### src/rtl/shift_register_enable_pkg.sv
// shift_register_enable_pkg: op encodings and control-word field positions for shift_register_enable
package shift_register_enable_pkg;
  localparam logic [2:0] OP_LOAD  = 3'b000;
  localparam logic [2:0] OP_SLL   = 3'b001;
  localparam logic [2:0] OP_SRL   = 3'b010;
  localparam logic [2:0] OP_SRA   = 3'b011;
  localparam logic [2:0] OP_ROL   = 3'b100;
  localparam logic [2:0] OP_ROR   = 3'b101;
  localparam logic [2:0] OP_CLEAR = 3'b110;
  localparam logic [2:0] OP_RSVD  = 3'b111;
  localparam int EN_BIT    = 0;
  localparam int OP_LSB    = 1;
  localparam int OP_MSB    = 3;
  localparam int SHAMT_LSB = 4;
  localparam int SHAMT_MSB = 8;
  localparam int SRC_BIT   = 9;
endpackage

### src/rtl/shift_register_enable_barrel.sv
// shift_register_enable_barrel: combinational log shifter (SLL/SRL/SRA; ROL/ROR with SHIFT_REG_ROTATE_EN)
module shift_register_enable_barrel
  import shift_register_enable_pkg::*;
#(
  parameter int WIDTH = 32,
  parameter int SW    = $clog2(WIDTH)
) (
  input  logic [WIDTH-1:0] s,
  input  logic [SW-1:0]    shamt,
  input  logic [2:0]       op,
  output logic [WIDTH-1:0] result
);
  logic [WIDTH-1:0] st [0:SW];
  logic left, sra;
  assign sra = op == OP_SRA;
`ifdef SHIFT_REG_ROTATE_EN
  logic rot;
  assign rot  = op == OP_ROL || op == OP_ROR;
  assign left = op == OP_SLL || op == OP_ROL;
`else
  assign left = op == OP_SLL;
`endif
  assign st[0] = s;
  for (genvar k = 0; k < SW; k++) begin : g_stage
    localparam int N = 1 << k;
    logic [WIDTH-1:0] l_v, r_v;
`ifdef SHIFT_REG_ROTATE_EN
    assign l_v = {st[k][WIDTH-1-N:0], rot ? st[k][WIDTH-1:WIDTH-N] : {N{1'b0}}};
    assign r_v = {rot ? st[k][N-1:0] : {N{sra & s[WIDTH-1]}}, st[k][WIDTH-1:N]};
`else
    assign l_v = {st[k][WIDTH-1-N:0], {N{1'b0}}};
    assign r_v = {{N{sra & s[WIDTH-1]}}, st[k][WIDTH-1:N]};
`endif
    assign st[k+1] = shamt[k] ? (left ? l_v : r_v) : st[k];
  end
  assign result = st[SW];
endmodule

### src/rtl/shift_register_enable.sv
// shift_register_enable: enabled 32-bit register with load/shift/clear datapath; rotates under SHIFT_REG_ROTATE_EN
module shift_register_enable
  import shift_register_enable_pkg::*;
#(
  parameter int WIDTH = 32
) (
  input  logic             CLK,
  input  logic             RST_N,
  input  logic [WIDTH-1:0] dataIn,
  input  logic [31:0]      control,
  output logic [WIDTH-1:0] dataOut
);
  localparam int SW = $clog2(WIDTH);
  logic             en, src, shift_op;
  logic [2:0]       op;
  logic [SW-1:0]    shamt;
  logic [WIDTH-1:0] s, result, nxt;
  logic             unused_rsvd;
  assign en          = control[EN_BIT];
  assign op          = control[OP_MSB:OP_LSB];
  assign shamt       = control[SHAMT_LSB +: SW];
  assign src         = control[SRC_BIT];
  assign unused_rsvd = ^control[31:SRC_BIT+1];
  assign s           = src ? dataIn : dataOut;
`ifdef SHIFT_REG_ROTATE_EN
  assign shift_op = op inside {OP_SLL, OP_SRL, OP_SRA, OP_ROL, OP_ROR};
`else
  assign shift_op = op inside {OP_SLL, OP_SRL, OP_SRA};
`endif
  shift_register_enable_barrel #(.WIDTH(WIDTH), .SW(SW)) u_barrel (
    .s      (s),
    .shamt  (shamt),
    .op     (op),
    .result (result)
  );
  // unused/reserved ops fall through to hold
  assign nxt = op == OP_LOAD ? dataIn : op == OP_CLEAR ? '0 : shift_op ? result : dataOut;
  always_ff @(posedge CLK or negedge RST_N)
    if (!RST_N) dataOut <= '0;
    else if (en) dataOut <= nxt;
endmodule

### config.mk
export PLATFORM = sky130hd
export DESIGN_NAME = shift_register_enable
export DESIGN_NICKNAME = d
export VERILOG_FILES = /design/src/rtl/shift_register_enable_pkg.sv /design/src/rtl/shift_register_enable_barrel.sv /design/src/rtl/shift_register_enable.sv
export SDC_FILE = /design/constraint.sdc
export NUM_CORES = 1
export LEC_CHECK = 0
export BUFFER_PORTS_ARGS = -buffer_cell sky130_fd_sc_hd__clkbuf_2
export CAP_MARGIN = 20
export CORE_MARGIN = 3
export CORE_UTILIZATION = 35
export DETAILED_ROUTE_END_ITERATION = 10
export PLACE_DENSITY = 0.5
export SYNTH_ARGS = -nofsm -noshare
export SYNTH_HDL_FRONTEND = slang
export SYNTH_SLANG_ARGS = --single-unit
### constraint.sdc
create_clock -name CLK -period 6.7 [get_ports CLK]
set_clock_uncertainty 0.05 [all_clocks]
set_input_delay 0.67 -clock CLK [delete_from_list [all_inputs] [get_ports CLK]]
set_output_delay 0.67 -clock CLK [all_outputs]
set_load 0.02 [all_outputs]
==> results of run 1 <==
==> power groups by stage <==
stage / sequential, mW / combinational, mW / clock [mW]
floorplan: 0.306 / 0.487 / 0
global placement: 0.297 / 0.796 / 0
detailed placement: 0.298 / 0.793 / 0
CTS: 0.295 / 0.797 / 0.224
global route: 0.298 / 0.863 / 0.233
finish: 0.297 / 0.825 / 0.223
==> final cells by class <==
class | instances | area [um^2]
inverter | 7 | 26.28
clock inverter | 1 | 5.005
sequential | 32 | 800.8
tap | 265 | 331.6
timing repair buffer | 91 | 510.5
clock buffer | 6 | 128.9
multi-input combinational | 775 | 5727
fill | 2118 | 12000
==> kinds of logic (layout without fill, tap and decap cells) <==
group / after synthesis / count (layout) / share of synthesized area
multiplexers: 142 / 142 / 0.3022
buffers and inverters: 94 / 105 / 0.06599
AND/OR/NAND/NOR: 321 / 321 / 0.2089
AO/OA/AOI/OAI: 312 / 312 / 0.3081
flip-flops: 32 / 32 / 0.1148
==> cell usage in the layout (no fill, tap or decap), types with 5 or more instances in the layout <==
master	Yosys	layout
nand4_1	5	5
clkbuf_2	0	73
a22oi_1	5	5
nand3_1	19	19
nor2_1	95	94
clkbuf_16	0	5
o221ai_1	7	7
o21ai_0	46	46
o21a_1	6	6
nand2b_1	12	12
buf_4	14	16
o211ai_1	8	8
a21o_1	6	6
o221a_2	5	5
dfrtp_1	32	32
nand2_1	117	117
mux4_2	52	52
o22ai_1	11	11
a211oi_1	35	35
mux2_2	23	23
o31ai_1	8	8
o2111ai_1	5	5
or3_1	5	5
and2_1	10	10
mux2i_1	65	65
nor2b_1	5	5
a211o_1	16	16
a21oi_1	68	68
nor3_1	24	24
and3_1	10	10
a31oi_1	28	28
==> routing by layer <==
metal  global-route usage  vias to the layer above  part of all wire
met5                    0                        -                 0
met3              0.06262                      128              0.10
met4               0.1272                        0             0.058
li1                     -                     3543                 -
met1               0.4586                     4103              0.42
met2               0.4758                      637              0.42
==> path summary, 6_finish.rpt <==
check / from / end / slack, ps / depth (start not counted)
setup / recovery: control[9] / dataOut[15]$_DFFE_PN0P_ / 2480 / 8
hold / removal: RST_N / dataOut[5]$_DFFE_PN0P_ / 450 / 1
setup reg to reg: dataOut[12]$_DFFE_PN0P_ / dataOut[29]$_DFFE_PN0P_ / 3330 / 7
hold reg to reg: dataOut[5]$_DFFE_PN0P_ / dataOut[5]$_DFFE_PN0P_ / 520 / 2
max in group asynchronous: RST_N / dataOut[23]$_DFFE_PN0P_ / 5600 / 1
min in group CLK: dataOut[5]$_DFFE_PN0P_ / dataOut[5]$_DFFE_PN0P_ / 520 / 2
==> critical path, cell delays in order <==
cell,delay (ps)
buf_4,530
buf_4,570
mux2i_1,770
mux4_2,380
inv_1,60
mux4_2,590
a221o_1,360
o32a_1,370
==> through the flow <==
stage / power, mW / area (um^2) / worst slack (ps) / util
4_1_cts: 1.316 / 7530 / 2487 / 0.3856
3_3_place_gp: 1.093 / 7383 / 2276 / 0.3781
5_1_grt: 1.394 / 7530 / 2301 / 0.3856
6_report: 1.345 / 7530 / 2480 / 0.3856
3_5_place_dp: 1.091 / 7396 / 2241 / 0.3788
2_1_floorplan: 0.7933 / 6977 / 3757 / -
==> reports/qor.yml, run 1 <==
floorplan:
  core-area_um2: 19530
  ios: 98
  rows: 51
  die_h_um: 147.2
  start_util: 0.3573
  dieArea_um2: 21660
  die_w_um: 147.2
logic_synthesis:
  post_synth.cell_area_avg_um2: 7.743
  synth_cell_types: 73
  synth-main-ff-cell: "dfrtp_1"
  synthesis.nets: 967
  synth-edff-count: 0
  yosys_warnings: 0
  async_flop_share: 1.000
  synthTopCellsByArea: "mux4_2 17%, dfrtp_1 11%, mux2i_1 9.3%"
  synth_cells: 901
  synth_top_area_frac: 0.1679
  synth_commonest_cells: "117 x nand2_1, 95 x nor2_1, 68 x a21oi_1"
  synth.most_common_cell: "nand2_1"
  syn-cell-area_um2: 6977
  synth_top_cell_by_area: "mux4_2"
  ys_seq_area_frac: 0.1148
  synth_seq_cells: 32
finish:
  syn_to_final_growth_pct: 7.927
  final_cells: 1177
  top_register: "dataOut"
  n_antenna_cell: 0
  layout-drive-gt1-share: 0.2083
  final_nets: 978
  largest_register_ffs: 32
  reg_top3: "dataOut: 32 flops"
clock_network:
  hold_buffers: 0
  cts_buffers: 5
  cts-resized-gates: 0
  numClockSinks: 32
  clock_latency_ps: 290
  h-tree-depth: 2
  tritoncts: "done"
  clk_pin_slew_ps: 50
  cts_root_buffer: "clkbuf_16"
  post_cts_buffers: 0
  clockBufferDepth: 2
timing:
  slew_violations: 0
  finalSetupViolations: 0
  post-route-period-util: 0.6299
  tightestPinTransition_ps: 1111
  rsz0062_at_grt: "false"
  min_period_ps: 4220
  finalHoldViolCount: 0
  whs_ps: 450.4
  slew_headroom: 0.2495
  max_freq_mhz: 237.0
  tns_ps: 0
placed_design:
  gp_congestion: 1.062
  io_buffers: 75
  dp_hpwl_mm: 26.43
  dp_cells: 1170
power_and_ir_drop:
  power_frac_comb: 0.614
  p_per_area_nw_per_um2: 178.6
  cellLeakagePower_nw: 2.863
  p_int_mw: 0.6577
  seqPwrFrac: 0.221
  clock_power_share: 0.166
  ir_worst_vdd_mv: 0.09293
  p_switching_mw: 0.6871
  sw_frac_of_total: 0.5109
route:
  vias: 8411
  dr.pass1.iters: 7
  avgViaCountPerCell: 7.146
  drtIter0Drc: 1375
  drc: 0
  wirelength_mm: 35.93
  antenna_left: 0
  wl_per_cell_um: 30.53
setup_path:
  critPathKind: "in -> reg"
  arrival_ps: 4320
  cp_max_fo: 43
  cp.required_ps: 6800
  start_kind: "input pin"
  end_kind: "register"
global_route:
  first_global_vias: 7735
  antenna_found_initial: 0
  grt_max_degree: 109
  grt_pass1_wl_mm: 52.90
  gr-total-overflow: 0
  grtUsageTotal: 0.3205
outcome:
  status: "finished clean"
run:
  cap_violations: 0
worst_hold_path:
  hold_path_class: "in -> async"
Note: power is estimated with default switching activity, not from simulation.
==> inputs of run 2 (changes only) <==
--- a/config.mk
+++ b/config.mk
@@ -10,7 +10,7 @@
 export CORE_MARGIN = 3
 export CORE_UTILIZATION = 35
 export DETAILED_ROUTE_END_ITERATION = 10
-export PLACE_DENSITY = 0.5
+export PLACE_DENSITY = 0.52
 export SYNTH_ARGS = -nofsm -noshare
 export SYNTH_HDL_FRONTEND = slang
 export SYNTH_SLANG_ARGS = --single-unit
==> constraint.sdc (replaced) <==
create_clock -name CLK -period 3.8 [get_ports CLK]
set_clock_uncertainty 0.05 [all_clocks]
set_input_delay 0.38 -clock CLK [delete_from_list [all_inputs] [get_ports CLK]]
set_output_delay 0.38 -clock CLK [all_outputs]
set_load 0.02 [all_outputs]
==> run 2 against run 1 <==
Worst hold slack worse by 280 ps; flip-flop and latch count stayed put; clock power is 130% higher; combinational power is 88% higher; largest power group unchanged; utilization is 2.3 points higher; critical path depth stayed put.
==> reports/qor.yml, run 2 (synthesis gave the netlist of run 1 again) <==
outcome:
  status: "finished clean"
route:
  route.layer.met1.wl_mm: 14.94  # about the same
  met3_length_mm: 4.205  # +12%
  drtIter0Drc: 1338  # -2.7%
  drc: 0  # unchanged
  antenna_left: 0  # unchanged
  dr.pass1.iters: 6  # -1
  wl_per_cell_um: 30.59  # +0.20%
  vias: 8667  # +3.0%
  avgViaCountPerCell: 7.075  # -0.99%
  wirelength_mm: 37.47  # +4.3%
  wl_met2_mm: 16.09  # +6.2%
  topRoutingLayerUsed: "met4"
power_and_ir_drop:
  clock_power_share: 0.198  # +0.032
  seqPwrFrac: 0.203  # -0.018
  cellLeakagePower_nw: 3.124  # +9.1%
  ir_worst_vdd_mv: 0.1710  # +84%
  p_int_mw: 1.323  # +100%
  p_switching_mw: 1.256  # +83%
  power_frac_comb: 0.599  # -0.015
  p_per_area_nw_per_um2: 323.6  # +81%
  finalPower_mw: 2.580  # +92%
  sw_frac_of_total: 0.4870  # -0.02394
global_route:
  grtUsageTotal: 0.3380  # +0.01753
  first_global_vias: 8075  # +4.4%
  grt_pass1_wl_mm: 55.48  # +4.9%
  gr-total-overflow: 0  # unchanged
  grt_max_degree: 58  # -47%
  antenna_found_initial: 0  # unchanged
setup_path:
  cpMostUsedCell: "mux2i_1"
  end_kind: "register"
  arrival_ps: 3450  # -870 ps
  critPathKind: "in -> reg"
  r2r_cells: 7  # unchanged
  start_kind: "input pin"
  crit_path_top_delay_cell: "a221oi_1"
  r2r-end: "dataOut[27]$_DFFE_PN0P_"
  timing.rr.start: "dataOut[16]$_DFFE_PN0P_"
  path_cells: "buf_4 > buf_12 > mux2i_1 > mux2i_1 > a211oi_1 > o31ai_1 > a221oi_1 > o311ai_1"
  cp.required_ps: 3890  # -2910 ps
  reg2reg_slack_ps: 790  # -2540 ps
  cp_max_fo: 33  # -23%
  cpPeakStageDelay_ps: 680  # -90 ps
floorplan:
  ios: 98  # unchanged
  dieArea_um2: 21660  # unchanged
  rows: 51  # unchanged
  start_util: 0.3573  # unchanged
  die_h_um: 147.2  # unchanged
  die_w_um: 147.2  # unchanged
  core-area_um2: 19530  # unchanged
timing:
  slew_headroom: 0.3079  # +0.05835
  slew_violations: 0  # unchanged
  whs_ps: 174.5  # -275.9 ps
  finalHoldViolCount: 0  # unchanged
  finalSetupViolations: 0  # unchanged
  post-route-period-util: 0.8847
  max_freq_mhz: 297.5
  min_period_ps: 3362
  tns_ps: 0  # unchanged
  tightestPinTransition_ps: 1029  # -81.18 ps
  rsz0062_at_grt: "false"
clock_network:
  clock_latency_ps: 290  # about the same
  cts_buffers: 5  # unchanged
  post_cts_buffers: 0  # unchanged
  hold_buffers: 0  # unchanged
  tritoncts: "done"
  cts-resized-gates: 0  # unchanged
  h-tree-depth: 2  # unchanged
  numClockSinks: 32  # unchanged
  clk_pin_slew_ps: 60  # about the same
  cts_root_buffer: "clkbuf_16"
  clockBufferDepth: 2  # unchanged
finish:
  final_core_util: 0.4082  # +0.02262
  final_nets: 1025  # +4.8%
  layout_common_cells: "117 x nand2_1, 94 x nor2_1, 73 x clkbuf_2"
  layout-drive-gt1-share: 0.2490  # +0.04062
  syn_to_final_growth_pct: 14.26
  top_register: "dataOut"
  reg_top3: "dataOut: 32 flops"
  n_antenna_cell: 0  # unchanged
  largest_register_ffs: 32  # unchanged
  final_common_cell: "nand2_1"
worst_hold_path:
  hold_path_class: "in -> async"
placed_design:
  io_buffers: 75  # unchanged
  gp_congestion: 1.064  # +0.19%
  dp_hpwl_mm: 28.59  # +8.2%
run:
  cap_violations: 0  # unchanged
-- run 2: area by class of cell --
type | instances | area, um^2
sequential | 32 | 800.8
multi-input combinational | 775 | 5727
fill | 2049 | 11550
tap | 265 | 331.6
clock buffer | 7 | 152.6
clock inverter | 1 | 30.03
timing repair buffer | 138 | 903.4
inverter | 7 | 26.28
-- run 2: power by group through the flow --
stage | clock network [mW] | registers, mW | logic (mW)
after global routing | 0.531 | 0.525 | 1.61
after floorplan | 0 | 0.540 | 0.859
after CTS | 0.511 | 0.517 | 1.49
final | 0.510 | 0.523 | 1.55
after detailed placement | 0 | 0.521 | 1.48
after global placement | 0 | 0.522 | 1.49
-- run 2: worst max path at each step --
| stage | startpoint | to | slack, ps | cells past startpoint |
|---|---|---|---|---|
| CTS | control[9] | dataOut[24]$_DFFE_PN0P_ | 620 | 9 |
| detailed placement | control[9] | dataOut[24]$_DFFE_PN0P_ | 360 | 9 |
| finish | control[9] | dataOut[20]$_DFFE_PN0P_ | 440 | 8 |
| floorplan | control[3] | dataOut[15]$_DFFE_PN0P_ | 1150 | 8 |
| global placement | control[9] | dataOut[24]$_DFFE_PN0P_ | 410 | 9 |
| global route | control[9] | dataOut[20]$_DFFE_PN0P_ | 390 | 8 |
-- run 2: metal layers --
layer  global-route usage  up-vias
met1               0.4732     4207
li1                     -     3643
met2               0.5046      705
met3              0.06200      112
met5                    0        -
met4               0.1603        0
-- run 2: critical path, delay by kind of cell --
kind	cells	cell delay, ps
AOI/OAI and AO/OA	4	1500
muxes	2	900
buffers and inverters	2	610
-- run 2: metrics by stage --
step / instances / area [um^2] / worst slack (ps)
global route: 1225 / 7971 / 390.1
finish: 1225 / 7971 / 438.1
floorplan: 901 / 6977 / 1147
CTS: 1225 / 7971 / 624.7
global placement: 1217 / 7789 / 406.9
detailed placement: 1217 / 7789 / 355.5
==> inputs of run 3 (changes only) <==
--- a/config.mk
+++ b/config.mk
@@ -7,10 +7,10 @@
 export LEC_CHECK = 0
 export BUFFER_PORTS_ARGS = -buffer_cell sky130_fd_sc_hd__clkbuf_2
 export CAP_MARGIN = 20
-export CORE_MARGIN = 3
 export CORE_UTILIZATION = 35
 export DETAILED_ROUTE_END_ITERATION = 10
 export PLACE_DENSITY = 0.52
+export RECOVER_POWER = 25
 export SYNTH_ARGS = -nofsm -noshare
 export SYNTH_HDL_FRONTEND = slang
 export SYNTH_SLANG_ARGS = --single-unit
==> run 3 against run 2 <==
The run now ends with capacitance limit, slew limit left; maximum frequency grew 3.8%; utilization decreased by 0.22 points; critical path depth grew 1; non-clock buffer count stayed put; sequential power rose by 1%; count of clock-buffer cells in the layout stayed put; flip-flop and latch count stayed put; wire length shrank 0.94%; final cell count hardly changed; clock power decreased by 15%; via count shrank 0.95%; critical endpoint is now dataOut[12]$_DFFE_PN0P_; register-to-register slack got worse by 130 ps.
==> reports/qor.yml, run 3 (synthesis gave the netlist of run 1 again) <==
outcome:
  status: "finished with violations"
  violations: "capacitance limit, slew limit"
timing:
  finalSetupViolations: 0  # unchanged
  rsz0062_at_grt: "false"
  post-route-period-util: 0.8520  # -0.03266
  finalHoldViolCount: 0  # unchanged
  min_period_ps: 3238  # -124.1 ps
  tightestPinTransition_ps: 1963  # +933.2 ps
  slew_headroom: -0.3084  # -0.6163
  max_freq_mhz: 308.9  # +3.8%
  whs_ps: 356.1  # +181.6 ps
  fin_ws_ps: 562.2  # +124.1 ps
  tns_ps: 0  # unchanged
  slew_violations: 33  # +33
worst_hold_path:
  min_path_cells: 3
  hold_end: "dataOut[29]$_DFFE_PN0P_"
  holdCritStartpoint: "dataIn[29]"
  hold_path_class: "in -> reg"
global_route:
  antenna_found_initial: 2  # +2
  grt_pass1_wl_mm: 54.01  # -2.6%
  grtUsageTotal: 0.3644  # +0.02633
  first_global_vias: 7709  # -4.5%
  grt_max_degree: 61  # +5.2%
  gr-total-overflow: 0  # unchanged
setup_path:
  r2r_cells: 7  # unchanged
  arrival_ps: 3350  # -100 ps
  cp.required_ps: 3910  # +20 ps
  end_kind: "register"
  reg2reg_slack_ps: 660  # -130 ps
  critPathKind: "in -> reg"
  start_kind: "input pin"
  cp_max_fo: 13  # -61%
  timing.rr.start: "dataOut[16]$_DFFE_PN0P_"
  r2r-end: "dataOut[27]$_DFFE_PN0P_"
finish:
  top_register: "dataOut"
  final_nets: 1025  # unchanged
  reg_top3: "dataOut: 32 flops"
  n_antenna_cell: 0  # unchanged
  stdcell_area_um2: 7928  # -0.55%
  syn_to_final_growth_pct: 13.63
  largest_register_ffs: 32  # unchanged
  layout_common_cells: "117 x nand2_1, 94 x nor2_1, 72 x clkbuf_2"
  final_common_cell: "nand2_1"
  layout-drive-gt1-share: 0.2471  # -0.001826
power_and_ir_drop:
  sw_frac_of_total: 0.4995  # +0.01251
  power_frac_comb: 0.613  # +0.014
  p_switching_mw: 1.242  # -1.2%
  p_per_area_nw_per_um2: 313.5  # -3.1%
  cellLeakagePower_nw: 3.106  # -0.58%
  ir_worst_vdd_mv: 0.1476  # -14%
  p_int_mw: 1.244  # -6.0%
  seqPwrFrac: 0.213  # +0.010
  clock_power_share: 0.174  # -0.024
floorplan:
  start_util: 0.3573  # unchanged
  rows: 51  # unchanged
  die_h_um: 143.2  # -2.7%
  core-area_um2: 19530  # unchanged
  dieArea_um2: 20500  # -5.4%
  die_w_um: 143.2  # -2.7%
  ios: 98  # unchanged
route:
  avgViaCountPerCell: 7.014  # -0.87%
  dr.pass1.iters: 6  # unchanged
  met3_length_mm: 3.970  # -5.6%
  topRoutingLayerUsed: "met5"
  wirelength_mm: 37.12  # -0.94%
  wl_met2_mm: 15.85  # -1.5%
  vias: 8585  # -0.95%
  drtIter0Drc: 1237  # -7.5%
  drc: 0  # unchanged
  route.layer.met1.wl_mm: 15.18  # +1.6%
  antenna_left: 0  # unchanged
  wl_per_cell_um: 30.32  # -0.86%
placed_design:
  dp_hpwl_mm: 28.24  # -1.2%
  gp_congestion: 1.008  # -5.3%
  post-place-ws_ps: 461.5  # +106.0 ps
  dpl-instance-area_um2: 7776  # -0.16%
  io_buffers: 75  # unchanged
clock_network:
  cts-resized-gates: 0  # unchanged
  clockBufferDepth: 2  # unchanged
  hold_buffers: 0  # unchanged
  post_cts_buffers: 0  # unchanged
  cts_root_buffer: "clkbuf_16"
  clk_pin_slew_ps: 50  # about the same
  numClockSinks: 32  # unchanged
  cts_buffers: 5  # unchanged
  h-tree-depth: 2  # unchanged
  clock_latency_ps: 290  # about the same
  tritoncts: "done"
run:
  cap_violations: 1  # +1
==> run 3: how the worst max path moves through the flow <==
stage               startpoint                       to  slack, ps  depth (start not counted)
floorplan           control[3]  dataOut[15]$_DFFE_PN0P_       1150                          8
global placement    control[9]  dataOut[28]$_DFFE_PN0P_        450                          9
detailed placement  control[9]  dataOut[12]$_DFFE_PN0P_        460                          9
CTS                 control[9]  dataOut[12]$_DFFE_PN0P_        720                          9
global route        control[9]  dataOut[12]$_DFFE_PN0P_        520                          9
finish              control[9]  dataOut[12]$_DFFE_PN0P_        560                          9
==> run 3: routing by layer <==
metal  track usage  vias to the layer above
met5             0                        -
met4        0.1653                        2
met3       0.06137                      127
met2        0.5458                      634
met1        0.5080                     4173
li1              -                     3649
==> run 3: stage by stage <==
stage / power, mW / utilization / instances
after floorplan: 1.399 / - / 901
after global placement: 2.000 / 0.3982 / 1217
after detailed placement: 1.989 / 0.3982 / 1217
after CTS: 2.428 / 0.4061 / 1224
after global routing: 2.571 / 0.4060 / 1224
final: 2.486 / 0.4060 / 1224
==> run 3: layout make-up <==
type,instances,area (um^2)
inverter,7,26.28
fill,2132,11600
sequential,32,800.8
multi-input combinational,775,5727
timing repair buffer,138,889.6
tap,265,331.6
clock buffer,7,152.6
==> run 3: power groups by stage <==
stage          logic (mW)  clock network [mW]  registers [mW]
2_1_floorplan       0.859                   0           0.540
3_3_place_gp         1.47                   0           0.530
3_5_place_dp         1.46                   0           0.530
4_1_cts              1.47               0.434           0.525
5_1_grt              1.59               0.453           0.532
6_report             1.52               0.433           0.529
==> run 3: worst max-delay path, cell delays in order <==
cell,delay [ps]
buf_4,240
buf_4,290
mux2i_1,690
nand2_1,220
a311oi_1,350
o21ai_0,210
a22oi_1,580
o221ai_1,190
o21bai_1,180
